File: src/rtl/sync_fifo_ctrl_pkg.sv
// Shared sizing helpers and defaults for the sync FIFO family.
// Also used by sync_fifo and its RAM wrapper.
package sync_fifo_ctrl_pkg;

  localparam int FIFO_DEPTH_DEF = 16;

  function automatic int addr_w(input int depth);
    return (depth > 1) ? $clog2(depth) : 1;
  endfunction

  function automatic int cnt_w(input int depth);
    return $clog2(depth + 1);
  endfunction

  // Encoded as {rd, wr} so the accept strobes cast straight in.
  typedef enum logic [1:0] {
    OP_IDLE = 2'b00,
    OP_WR   = 2'b01,
    OP_RD   = 2'b10,
    OP_BOTH = 2'b11
  } op_e;

endpackage

File: src/rtl/fifo_ptr_wrap.sv
// Modulo-DEPTH pointer with synchronous flush.
// Wraps explicitly, so non-power-of-two depths are fine.
module fifo_ptr_wrap
  import sync_fifo_ctrl_pkg::*;
#(
  parameter int DEPTH = FIFO_DEPTH_DEF,
  parameter int AW    = addr_w(DEPTH)
) (
  input  logic          clk,
  input  logic          reset,
  input  logic          flush,
  input  logic          inc,
  output logic [AW-1:0] ptr
);

  localparam logic [AW-1:0] LAST = AW'(DEPTH - 1);
  localparam logic [AW-1:0] ONE  = AW'(1);

  logic [AW-1:0] ptr_q;
  logic [AW-1:0] ptr_d;

  always_comb begin
    ptr_d = ptr_q;
    if (flush) begin
      ptr_d = '0;
    end else if (inc) begin
      ptr_d = (ptr_q == LAST) ? '0 : ptr_q + ONE;
    end
  end

  always_ff @(posedge clk) begin
    if (reset) begin
      ptr_q <= '0;
    end else begin
      ptr_q <= ptr_d;
    end
  end

  assign ptr = ptr_q;

endmodule

File: src/rtl/sync_fifo_ctrl.sv
// Occupancy-counter FIFO controller: RAM addressing, flags,
// sticky errors, flush and peak-occupancy watermark.
module sync_fifo_ctrl
  import sync_fifo_ctrl_pkg::*;
#(
  parameter int FIFO_DEPTH = FIFO_DEPTH_DEF,
  parameter int ADDR_WIDTH = addr_w(FIFO_DEPTH),
  parameter int CNT_WIDTH  = cnt_w(FIFO_DEPTH)
) (
  input  logic                  clk,
  input  logic                  reset,
  input  logic                  i_valid_s,
  input  logic                  i_ready_m,
  input  logic                  i_flush,
  input  logic                  i_clr_err,
  input  logic [CNT_WIDTH-1:0]  i_almostfull_lvl,
  input  logic [CNT_WIDTH-1:0]  i_almostempty_lvl,
  output logic                  o_wr_en,
  output logic [ADDR_WIDTH-1:0] o_wr_addr,
  output logic                  o_rd_en,
  output logic [ADDR_WIDTH-1:0] o_rd_addr,
  output logic                  o_ready_s,
  output logic                  o_valid_m,
  output logic                  o_full,
  output logic                  o_empty,
  output logic                  o_almostfull,
  output logic                  o_almostempty,
  output logic [CNT_WIDTH-1:0]  o_count,
  output logic [CNT_WIDTH-1:0]  o_peak,
  output logic                  o_overflow,
  output logic                  o_underflow
);

  localparam logic [CNT_WIDTH-1:0] DEPTH_C = CNT_WIDTH'(FIFO_DEPTH);
  localparam logic [CNT_WIDTH-1:0] ONE     = CNT_WIDTH'(1);

  logic wr;
  logic rd;
  op_e  op;

  logic [CNT_WIDTH-1:0] count_q, count_d, count_nxt;
  logic [CNT_WIDTH-1:0] peak_q, peak_d;
  logic full_q, full_d;
  logic empty_q, empty_d;
  logic af_q, af_d;
  logic ae_q, ae_d;
  logic ovf_q, ovf_d;
  logic unf_q, unf_d;

  // Full with both requests rejects the write: no pass-through.
  assign wr = i_valid_s & ~full_q;
  assign rd = i_ready_m & ~empty_q;

  always_comb begin
    op        = op_e'({rd, wr});
    count_nxt = count_q;
    unique case (op)
      OP_WR:   count_nxt = count_q + ONE;
      OP_RD:   count_nxt = count_q - ONE;
      default: count_nxt = count_q;
    endcase

    count_d = i_flush ? '0 : count_nxt;

    // Flags come from the next count, so they are exact next cycle.
    full_d  = (count_d == DEPTH_C);
    empty_d = (count_d == '0);
    af_d    = (count_d >= i_almostfull_lvl);
    ae_d    = (count_d <= i_almostempty_lvl);

    peak_d = peak_q;
    if (i_clr_err) begin
      peak_d = count_d;
    end else if (count_d > peak_q) begin
      peak_d = count_d;
    end

    ovf_d = i_clr_err ? 1'b0 : (ovf_q | (i_valid_s & full_q));
    unf_d = i_clr_err ? 1'b0 : (unf_q | (i_ready_m & empty_q));
  end

  always_ff @(posedge clk) begin
    if (reset) begin
      count_q <= '0;
      peak_q  <= '0;
      full_q  <= 1'b0;
      empty_q <= 1'b1;
      af_q    <= 1'b0;
      ae_q    <= 1'b1;
      ovf_q   <= 1'b0;
      unf_q   <= 1'b0;
    end else begin
      count_q <= count_d;
      peak_q  <= peak_d;
      full_q  <= full_d;
      empty_q <= empty_d;
      af_q    <= af_d;
      ae_q    <= ae_d;
      ovf_q   <= ovf_d;
      unf_q   <= unf_d;
    end
  end

  fifo_ptr_wrap #(
    .DEPTH (FIFO_DEPTH),
    .AW    (ADDR_WIDTH)
  ) u_wr_ptr (
    .clk   (clk),
    .reset (reset),
    .flush (i_flush),
    .inc   (wr),
    .ptr   (o_wr_addr)
  );

  fifo_ptr_wrap #(
    .DEPTH (FIFO_DEPTH),
    .AW    (ADDR_WIDTH)
  ) u_rd_ptr (
    .clk   (clk),
    .reset (reset),
    .flush (i_flush),
    .inc   (rd),
    .ptr   (o_rd_addr)
  );

  assign o_wr_en       = wr;
  assign o_rd_en       = rd;
  assign o_full        = full_q;
  assign o_empty       = empty_q;
  assign o_ready_s     = ~full_q;
  assign o_valid_m     = ~empty_q;
  assign o_almostfull  = af_q;
  assign o_almostempty = ae_q;
  assign o_count       = count_q;
  assign o_peak        = peak_q;
  assign o_overflow    = ovf_q;
  assign o_underflow   = unf_q;

endmodule

File: config.mk
export PLATFORM = sky130hd
export DESIGN_NAME = sync_fifo_ctrl
export DESIGN_NICKNAME = d
export VERILOG_FILES = /design/src/rtl/sync_fifo_ctrl_pkg.sv /design/src/rtl/fifo_ptr_wrap.sv /design/src/rtl/sync_fifo_ctrl.sv
export SDC_FILE = /design/constraint.sdc
export NUM_CORES = 1
export LEC_CHECK = 0
export BUFFER_PORTS_ARGS = -buffer_cell sky130_fd_sc_hd__buf_2
export CORE_UTILIZATION = 46
export CTS_CLUSTER_SIZE = 40
export DETAILED_ROUTE_END_ITERATION = 8
export GPL_TIMING_DRIVEN = 0
export PLACE_DENSITY = 0.75
export SETUP_SLACK_MARGIN = 0.4
export SLEW_MARGIN = 10
export SYNTH_ARGS = -nofsm -noshare
export SYNTH_HDL_FRONTEND = slang
export SYNTH_SLANG_ARGS = --single-unit
File: constraint.sdc
create_clock -name clk -period 4 [get_ports clk]
set_clock_uncertainty 0.1 [all_clocks]
set_input_delay 0.4 -clock clk [delete_from_list [all_inputs] [get_ports clk]]
set_output_delay 0.4 -clock clk [all_outputs]
set_load 0.1 [all_outputs]
==> flow_metrics.py, run 1 <==
metrics = {
    "route": {
        "viasPerCell": 4.97,
        "first_pass_iters": 4,
        "wl_met1_um": 1300,
        "dr_wl_met3_um": 116,
        "vias": 1336,
        "ant_nets": 0,
        "wire_per_inst_um": 10.5,
        "drt_iter0_drc": 33,
        "drt-total-wl_um": 2820,
        "wl_met2_um": 1380,
        "drc": 0,
        "highest_layer": "met4",
    },
    "layout": {
        "regArea_um2": 488,
        "antenna_cells": 0,
        "postLayoutCellArea_um2": 1880,
        "drive_above_1_share_pct": 30.7,
        "fillers": 292,
        "multi_input_area_um2": 958,
        "area_delta_synth_final_pct": 27.6,
        "fin_util_pct": 61.6,
        "nets": 262,
    },
    "floorplanning": {
        "start_util_pct": 48.3,
        "ios": 44,
        "fp-row-count": 20,
        "coreArea_um2": 3050,
        "die_width_um": 58.6,
        "die-area_um2": 3430,
        "fp.dieH_um": 58.6,
    },
    "place": {
        "place.gp.congestion": 0.745,
        "placed_area_um2": 1800,
        "io_buffers": 42,
        "hpwl_um": 2160,
        "preCtsSetupSlack_ns": 0.195,
    },
    "synth": {
        "ys.flop_type": "dfxtp_1",
        "yosys.area_share.simple_pct": 19.4,
        "synth.area.top_cells": "dfxtp_1, ha_1, a21oi_1, mux2i_1, nor2_1",
        "synth_seq_cells": 24,
        "yosysUniqueCellTypes": 33,
        "synth_adder_area_share_pct": 17.0,
        "syn_nets": 209,
        "synth.mux.area_fraction_pct": 7.22,
        "synth-compound-area-share_pct": 14.8,
        "synth_edf_count": 0,
        "synth_common_cells": "dfxtp_1, ha_1, nor2_1",
        "synth.most_common_cell": "dfxtp_1",
        "synth_warnings": 0,
        "yosysTopAreaCellShare_pct": 32.6,
        "syn_area_um2": 1470,
        "async_reset_ff_share_pct": 0,
        "synth_top_family_by_area": "simple AND/OR/NAND/NOR gates",
        "synth_cells": 173,
        "yosysTopAreaCell": "dfxtp_1",
        "syn_avg_cell_area_um2": 8.52,
        "yosysSeqAreaShare_pct": 32.6,
        "synthXorXnorAreaFrac_pct": 2.97,
    },
    "pwr": {
        "p_leak_nw": 0.947,
        "ir_drop_uv": 205,
        "power_density_nw_per_um2": 281,
    },
    "clock_tree": {
        "cts_tree": "done",
        "clock_latency_ns": 0.31,
        "cts_buffer_depth": 2,
        "cts_root_buf": "clkbuf_4",
        "path_clk_slew_ns": 0.13,
        "cts_hold_buf": 0,
        "cts-buffers-inserted": 3,
        "cts.sinks": 24,
        "cts_max_level": 1,
    },
    "critical_path": {
        "endpoint_kind": "flip-flop",
        "slowest_stage": "o31ai_4",
        "crit_path_start_kind": "flip-flop",
        "r2r_end": "o_peak[2]",
        "worstPathCellList": "nor2b_1 -> buf_4 -> ha_4 -> buf_6 -> xor2_1 -> ha_2 -> a21oi_1 -> mux2i_1 -> xor2_1 -> nor2_2 -> ha_1 -> and3_1 -> o31ai_4 -> mux2i_1 -> nor2_1",
        "worstPathRequired_ns": 4.11,
        "rr_worst_depth": 15,
        "worst_path_dominant_cell_family": "adder cells",
        "arrival_ns": 3.56,
        "crit_fanout": 10,
        "timing_worst_setup_path_type": "reg -> reg",
        "r2r_start": "o_empty",
        "r2r_slack_ns": 0.55,
        "path_buf_inv": 2,
        "critPathMaxStageDelay_ns": 0.41,
    },
    "worst_hold_path": {
        "hold_end": "o_underflow",
        "hold_start": "i_clr_err",
        "hold_depth": 2,
        "hold_class": "in -> reg",
    },
    "global_route": {
        "grt_pass1_vias": 1136,
        "grt_max_degree": 14,
        "grt_pass1_wl_um": 4600,
        "track_usage_pct": 17.3,
        "grt_overflow_total": 0,
        "antenna_found_initial": 0,
    },
    "job": {
        "drv_cap": 0,
    },
    "timing": {
        "fin_ws_ns": 0.547,
        "maxSlewHeadroom_pct": 67.6,
        "finalSetupTns_ns": 0,
        "fmax_ghz": 0.290,
        "setup_violations": 0,
        "slew_viol_final": 0,
        "final-hold-violation-count": 0,
        "fin_crit_ns": 3.45,
        "worst_pin_slew_ns": 0.489,
        "fin_crit_sh_pct": 86.3,
        "grt_setup_unrepaired": "no",
    },
    "run_status": {
        "status": "finished, final reports clean",
    },
}
[layout make-up]
cell class | count | area share [%]
Inverter | 17 | 3.59
Multi-Input combinational cell | 127 | 51.0
Sequential cell | 24 | 25.9
Clock buffer | 4 | 1.40
Buffer | 5 | 1.60
Tap cell | 44 | 2.93
Timing Repair Buffer | 48 | 13.6
[cells in the final DEF (no fill, tap or decap), types with 3 or more instances in the layout]
cell / netlist / layout
mux2i_1: 8 / 8
a21oi_1: 16 / 15
nand2_1: 11 / 10
clkbuf_1: 4 / 4
dfxtp_1: 24 / 22
o21ai_0: 6 / 5
nor2b_1: 7 / 7
nor2_1: 18 / 17
clkbuf_4: 0 / 3
xor2_1: 5 / 5
inv_1: 17 / 16
nor3_1: 5 / 5
buf_2: 0 / 42
buf_4: 0 / 7
ha_1: 20 / 18
a21o_1: 4 / 4
[routing by layer]
layer  GRT usage [%]  vias up
met1            19.9      613
met4            4.42        0
met3            4.62        2
met2            31.9       24
met5               0        -
li1                -      697
[cells by family after synthesis]
family | after synthesis
and+or+nand+nor | 56
muxes | 10
AOI/OAI and AO/OA | 36
buffers and inverters | 22
adders and majority gates | 20
xor gates and xnor gates | 5
DFF | 24
[per-stage QoR]
stage	hold slack (ns)	instances	power [mW]
floorplan	0.361	173	0.391
global placement	0.389	259	0.419
detailed placement	0.396	259	0.421
CTS	0.162	263	0.529
global route	0.160	269	0.559
finish	0.165	269	0.528
[sequential cells by signal, indices dropped and copies added (netlist names), 4 cells and up]
| signal | count |
|---|---|
| u_wr_ptr.ptr | 4 |
| u_rd_ptr.ptr | 4 |
| o_peak | 5 |
| o_count | 5 |
[repair_timing]
item	CTS	global route
buffers inserted	0	6
setup endpoints to repair	0	5
gates resized for setup	0	4
[power by group]
group          leakage, nW  total [mW]  switching [mW]  internal [mW]
logic                0.737       0.167           0.115         0.0520
clock network       0.0150       0.110          0.0713         0.0390
registers            0.195       0.251         0.00589          0.245
[worst max-delay path by stage]
| stage | startpoint | to | slack [ns] | cells after the start |
|---|---|---|---|---|
| finish | o_empty | o_peak[2] | 0.55 | 15 |
| global route | o_empty | o_peak[2] | 0.41 | 17 |
| CTS | o_empty | o_peak[2] | 0.41 | 15 |
| detailed placement | i_ready_m | o_peak[2] | 0.20 | 16 |
| global placement | i_ready_m | o_peak[0] | 0.26 | 16 |
| floorplan | o_full | o_peak[0] | 0.03 | 15 |
Power figures use the tool's default switching activity.
==> inputs of run 2 (changes only) <==
==> constraint.sdc (replaced) <==
create_clock -name clk -period 4 [get_ports clk]
set_clock_uncertainty 0.1 [all_clocks]
set_input_delay 0.4 -clock clk [delete_from_list [all_inputs] [get_ports clk]]
set_output_delay 0.4 -clock clk [all_outputs]
set_load 0.01 [all_outputs]
==> run 2 against run 1 <==
  * The flow now finishes with violations (design-rule violations)
  * Core utilization shrank 0.25 points
  * Combinational power shrank 34%
  * Register-to-register slack is essentially flat
  * Non-clock buffer count shrank 3
  * Maximum frequency shrank 0.39%
  * Die area is the same
  * Clock-buffer cell count shrank 1
  * Critical path type unchanged
==> flow_metrics.py, run 2 (synthesis gave the netlist of run 1 again) <==
metrics = {
    "critical_path": {
        "endpoint_kind": "flip-flop",
        "timing_worst_setup_path_type": "reg -> reg",
        "crit_fanout": 10,
        "rr_worst_depth": 15,
        "worstPathCellList": "inv_1 -> nand2_2 -> ha_1 -> buf_6 -> xor2_1 -> ha_2 -> a21oi_2 -> mux2i_1 -> xor2_1 -> nor2_4 -> ha_1 -> and3_1 -> o31ai_4 -> mux2i_1 -> nor2_1",
        "r2r_end": "o_peak[4]",
        "slowest_stage": "o31ai_4",
        "r2r_start": "o_full",
        "critPathMaxStageDelay_ns": 0.41,
        "crit_path_start_kind": "flip-flop",
        "worstPathRequired_ns": 4.11,
        "r2r_slack_ns": 0.53,
        "arrival_ns": 3.57,
    },
    "route": {
        "viasPerCell": 5.02,
        "ant_nets": 0,
        "wire_per_inst_um": 11.3,
        "wl_met2_um": 1420,
        "highest_layer": "met4",
        "drt-total-wl_um": 3000,
        "drc": 1,
        "dr_wl_met3_um": 154,
        "vias": 1334,
        "first_pass_iters": 6,
        "wl_met1_um": 1410,
        "drt_iter0_drc": 50,
    },
    "floorplanning": {
        "die_width_um": 58.6,
        "coreArea_um2": 3050,
        "fp-row-count": 20,
        "fp.dieH_um": 58.6,
        "ios": 44,
        "die-area_um2": 3430,
        "start_util_pct": 48.3,
    },
    "timing": {
        "setup_violations": 0,
        "slew_viol_final": 0,
        "fin_crit_ns": 3.47,
        "grt_setup_unrepaired": "no",
        "maxSlewHeadroom_pct": 67.4,
        "fmax_ghz": 0.288,
        "fin_crit_sh_pct": 86.7,
        "worst_pin_slew_ns": 0.489,
        "final-hold-violation-count": 0,
        "finalSetupTns_ns": 0,
    },
    "global_route": {
        "grt_overflow_total": 0,
        "antenna_found_initial": 0,
        "grt_pass1_wl_um": 5010,
        "track_usage_pct": 19.0,
        "grt_pass1_vias": 1150,
        "grt_max_degree": 15,
    },
    "worst_hold_path": {
        "hold_start": "i_clr_err",
        "hold_class": "in -> reg",
        "hold_end": "o_underflow",
        "hold_depth": 2,
    },
    "clock_tree": {
        "path_clk_slew_ns": 0.13,
        "cts_root_buf": "clkbuf_4",
        "cts_buffer_depth": 2,
        "clock_latency_ns": 0.32,
        "cts_tree": "done",
        "cts_max_level": 1,
        "cts.sinks": 24,
        "cts-buffers-inserted": 3,
    },
    "layout": {
        "area_delta_synth_final_pct": 27.1,
        "final_cell_mix": "buf_2, dfxtp_1, ha_1, inv_1, nor2_1",
        "drive_above_1_share_pct": 29.3,
        "antenna_cells": 0,
        "nets": 259,
        "fin_util_pct": 61.4,
        "mostFrequentLayoutCell": "buf_2",
    },
    "pwr": {
        "power_density_nw_per_um2": 288,
        "ir_drop_uv": 134,
        "p_leak_nw": 0.941,
    },
    "run_status": {
        "status": "finished with violations",
        "violations": "design-rule violations",
    },
    "place": {
        "hpwl_um": 2150,
        "place.gp.congestion": 0.782,
        "io_buffers": 42,
    },
    "job": {
        "drv_cap": 0,
    },
}
run 2: per-stage QoR:
step / instance area [um^2] / setup slack, ns / hold WS (ns) / power [mW] / instances
2_1_floorplan: 1490 / 0.446 / 0.371 / 0.332 / 173
3_3_place_gp: 1750 / -0.0558 / 0.391 / 0.360 / 259
3_5_place_dp: 1750 / -0.0930 / 0.397 / 0.362 / 259
4_1_cts: 1830 / 0.437 / 0.160 / 0.541 / 264
5_1_grt: 1870 / 0.335 / 0.158 / 0.571 / 266
6_report: 1870 / 0.533 / 0.169 / 0.540 / 266
run 2: worst max-delay path by stage:
stage / from / to / slack [ns] / cells after the start
after global placement: i_ready_m / o_peak[4] / -0.06 / 18
after detailed placement: i_ready_m / o_peak[1] / -0.09 / 18
after global routing: o_full / o_peak[4] / 0.33 / 17
final: o_full / o_peak[4] / 0.53 / 15
after CTS: o_empty / o_peak[1] / 0.44 / 15
after floorplan: i_ready_m / o_peak[4] / 0.45 / 17
run 2: worst max-delay path, delay by kind of cell, from the launching register on:
family	cells	cell delay [ns]
buffers and inverters	2	0.22
AND/OR/NAND/NOR	4	0.44
AO/OA/AOI/OAI	2	0.54
multiplexers	2	0.47
flip-flops	1	0.35
XOR/XNOR	2	0.51
adder cells (fa/ha/maj)	3	0.74
run 2: what timing repair did:
| action | CTS | global route |
|---|---|---|
| setup buffers | 1 | 2 |
| hold buffers | 0 | 0 |
| endpoints found under the setup margin | 5 | 5 |
| gates resized for setup | 3 | 9 |
| pin swaps | 1 | 2 |
run 2: power breakdown:
part           switching [mW]  internal (mW)  total (mW)
Sequential            0.00572          0.246       0.251
Clock                  0.0774          0.101       0.179
Combinational          0.0574         0.0522       0.110
Total                   0.141          0.399       0.540
run 2: cell type report:
class	instances	area [um^2]
fill	290	1180
multi-input combinational	127	957
sequential	24	482
timing repair buffer	45	233
inverter	17	63.8
tap	44	55.1
clock inverter	1	30.0
buffer	5	30.0
clock buffer	3	22.5
run 2: per-layer routing:
metal,vias to the layer above,track usage (%)
li1,694,-
met2,45,33.5
met5,-,0
met1,593,23.1
met4,0,6.46
met3,2,3.52
==> inputs of run 3 (changes only) <==
--- a/config.mk
+++ b/config.mk
@@ -5,12 +5,13 @@
 export SDC_FILE = /design/constraint.sdc
 export NUM_CORES = 1
 export LEC_CHECK = 0
-export BUFFER_PORTS_ARGS = -buffer_cell sky130_fd_sc_hd__buf_2
-export CORE_UTILIZATION = 46
+export ABC_AREA = 1
+export CORE_UTILIZATION = 50
 export CTS_CLUSTER_SIZE = 40
 export DETAILED_ROUTE_END_ITERATION = 8
+export DONT_BUFFER_PORTS = 1
 export GPL_TIMING_DRIVEN = 0
-export PLACE_DENSITY = 0.75
+export PLACE_DENSITY = 0.68
 export SETUP_SLACK_MARGIN = 0.4
 export SLEW_MARGIN = 10
 export SYNTH_ARGS = -nofsm -noshare
==> run 3 against run 2 <==
  * Clock power decreased by 2%
  * Hold slack worse by 0.13 ns
  * The run still ends with design-rule violations left
  * Maximum frequency is 5.5% higher
  * Routed wire length up 2.8%
  * Power grew 31%
  * Worst setup slack better by 0.18 ns
  * Largest cell class unchanged
  * Design area is 10% lower
  * Largest power group unchanged
  * Final cell count shrank 6.0%
==> flow_metrics.py, run 3 <==
metrics = {
    "place": {
        "place.gp.congestion": 0.843,
        "dp_cells": 244,
        "hpwl_um": 2440,
        "io_buffers": 0,
    },
    "layout": {
        "area_delta_synth_final_pct": 9.12,
        "nets": 256,
        "final_cell_mix": "inv_1, nand2_1, dfxtp_1, ha_1, nor2_1",
        "mostFrequentLayoutCell": "inv_1",
        "antenna_cells": 0,
        "drive_above_1_share_pct": 16.0,
        "layoutNonFillerInstCount": 250,
    },
    "synth": {
        "synth.area.top_cells": "dfxtp_1, ha_1, inv_1, nand2_1, nor2_1",
        "synth_seq_cells": 24,
        "ys.flop_type": "dfxtp_1",
        "yosysTopAreaCell": "dfxtp_1",
        "syn_avg_cell_area_um2": 7.21,
        "synth_edf_count": 0,
        "yosysSeqAreaShare_pct": 31.3,
        "syn_area_um2": 1540,
        "synth_common_cells": "inv_1, nand2_1, dfxtp_1",
        "syn_nets": 249,
        "synth_warnings": 0,
        "async_reset_ff_share_pct": 0,
        "synth_cells": 213,
        "yosysUniqueCellTypes": 28,
        "synth.most_common_cell": "inv_1",
        "yosysTopAreaCellShare_pct": 31.3,
    },
    "global_route": {
        "grt_pass1_wl_um": 5050,
        "top_usage_layer": "met2",
        "grt_overflow_total": 0,
        "met2_usage_pct": 32.7,
        "grt_use_met1_pct": 24.7,
        "grt_pass1_vias": 1240,
        "met3_usage_pct": 3.17,
        "antenna_found_initial": 0,
        "track_usage_pct": 19.0,
        "grt_max_degree": 15,
    },
    "timing": {
        "maxSlewHeadroom_pct": 77.7,
        "whs_ns": 0.0384,
        "setup_violations": 0,
        "fin_crit_sh_pct": 82.1,
        "grt_setup_unrepaired": "no",
        "worst_pin_slew_ns": 0.333,
        "finalSetupTns_ns": 0,
        "slew_viol_final": 0,
        "fmax_ghz": 0.304,
        "fin_crit_ns": 3.29,
        "final-hold-violation-count": 0,
    },
    "route": {
        "ant_nets": 0,
        "first_pass_iters": 6,
        "wire_per_inst_um": 12.3,
        "drt_iter0_drc": 52,
        "drc": 1,
        "drt-total-wl_um": 3080,
        "viasPerCell": 5.16,
        "vias": 1290,
    },
    "critical_path": {
        "arrival_ns": 3.39,
        "crit_fanout": 7,
        "endpoint_kind": "flip-flop",
        "rr_worst_depth": 25,
        "worst_path_dominant_cell_family": "simple AND/OR/NAND/NOR gates",
        "timing_worst_setup_path_type": "reg -> reg",
        "slowest_stage": "dfxtp_4",
        "worstSetupPathDepth": 25,
        "path_buf_inv": 4,
        "r2r_slack_ns": 0.71,
        "worstPathRequired_ns": 4.10,
        "critPathMaxStageDelay_ns": 0.39,
        "crit_path_start_kind": "flip-flop",
    },
    "clock_tree": {
        "cts.sinks": 24,
        "cts_root_buf": "clkbuf_4",
        "cts_tree": "done",
        "path_clk_slew_ns": 0.14,
        "clock_latency_ns": 0.31,
        "cts_buffer_depth": 2,
        "cts_max_level": 1,
        "cts_hold_buf": 0,
        "cts-buffers-inserted": 3,
    },
    "floorplanning": {
        "fp-row-count": 19,
        "die-area_um2": 3300,
        "fp.dieH_um": 57.4,
        "ios": 44,
        "coreArea_um2": 2830,
        "start_util_pct": 54.3,
        "die_width_um": 57.4,
    },
    "worst_hold_path": {
        "hold_depth": 1,
        "hold_class": "in -> reg",
    },
    "run_status": {
        "violations": "design-rule violations",
        "status": "finished with violations",
    },
    "job": {
        "drv_cap": 0,
    },
    "pwr": {
        "power_mw": 0.705,
        "ir_drop_uv": 344,
        "p_leak_nw": 0.876,
        "power_density_nw_per_um2": 420,
    },
}
[run 3: power breakdown]
part	total [mW]	internal (mW)	leakage (nW)	switching [mW]
Clock	0.175	0.101	0.0279	0.0736
Sequential	0.302	0.264	0.197	0.0374
Combinational	0.228	0.0889	0.652	0.139
Total	0.705	0.454	0.876	0.250
[run 3: final cells by class]
type	count	area [um^2]
timing repair buffer	1	7.51
clock buffer	3	22.5
tap	31	38.8
inverter	48	181
sequential	24	484
fill	273	1150
buffer	1	11.3
clock inverter	1	30.0
multi-input combinational	141	901
[run 3: cell families (layout without fill, tap and decap cells)]
kind of cell | count (synthesis) | in the layout | share of synthesized area, %
and+or+nand+nor | 80 | 81 | 24.1
buffers and inverters | 49 | 54 | 12.5
AOI/OAI and AO/OA | 34 | 34 | 12.4
DFF | 24 | 24 | 31.3
adders and majority gates | 20 | 20 | 16.3
xor gates and xnor gates | 6 | 6 | 3.42
[run 3: metrics by stage]
step	instance area [um^2]	setup slack (ns)	utilization, %
after floorplan	1540	0.622	-
after global placement	1580	0.248	55.7
after detailed placement	1580	0.166	55.7
after CTS	1640	0.416	57.9
after global routing	1680	0.430	59.3
final	1680	0.715	59.3
[run 3: worst paths after layout]
check	startpoint	to
hold / removal	reset	o_count[3]
hold reg to reg	u_rd_ptr.ptr[3]	u_rd_ptr.ptr[0]
setup / recovery	o_full	o_peak[0]
setup reg to reg	o_full	o_peak[0]
[run 3: routing by layer]
layer  part of all wire (%)  vias up
met1                     47      578
li1                       -      685
met3                    4.3        2
met2                     48       25
met5                      0        -
met4                   0.62        0
[run 3: what timing repair did]
item / in CTS / in global routing
resized for setup: 3 / 13
setup endpoints to repair: 5 / 5
endpoints found under the hold margin: 0 / 0
setup buffers: 0 / 1
gates cloned: 0 / 1
pin swaps: 0 / 4
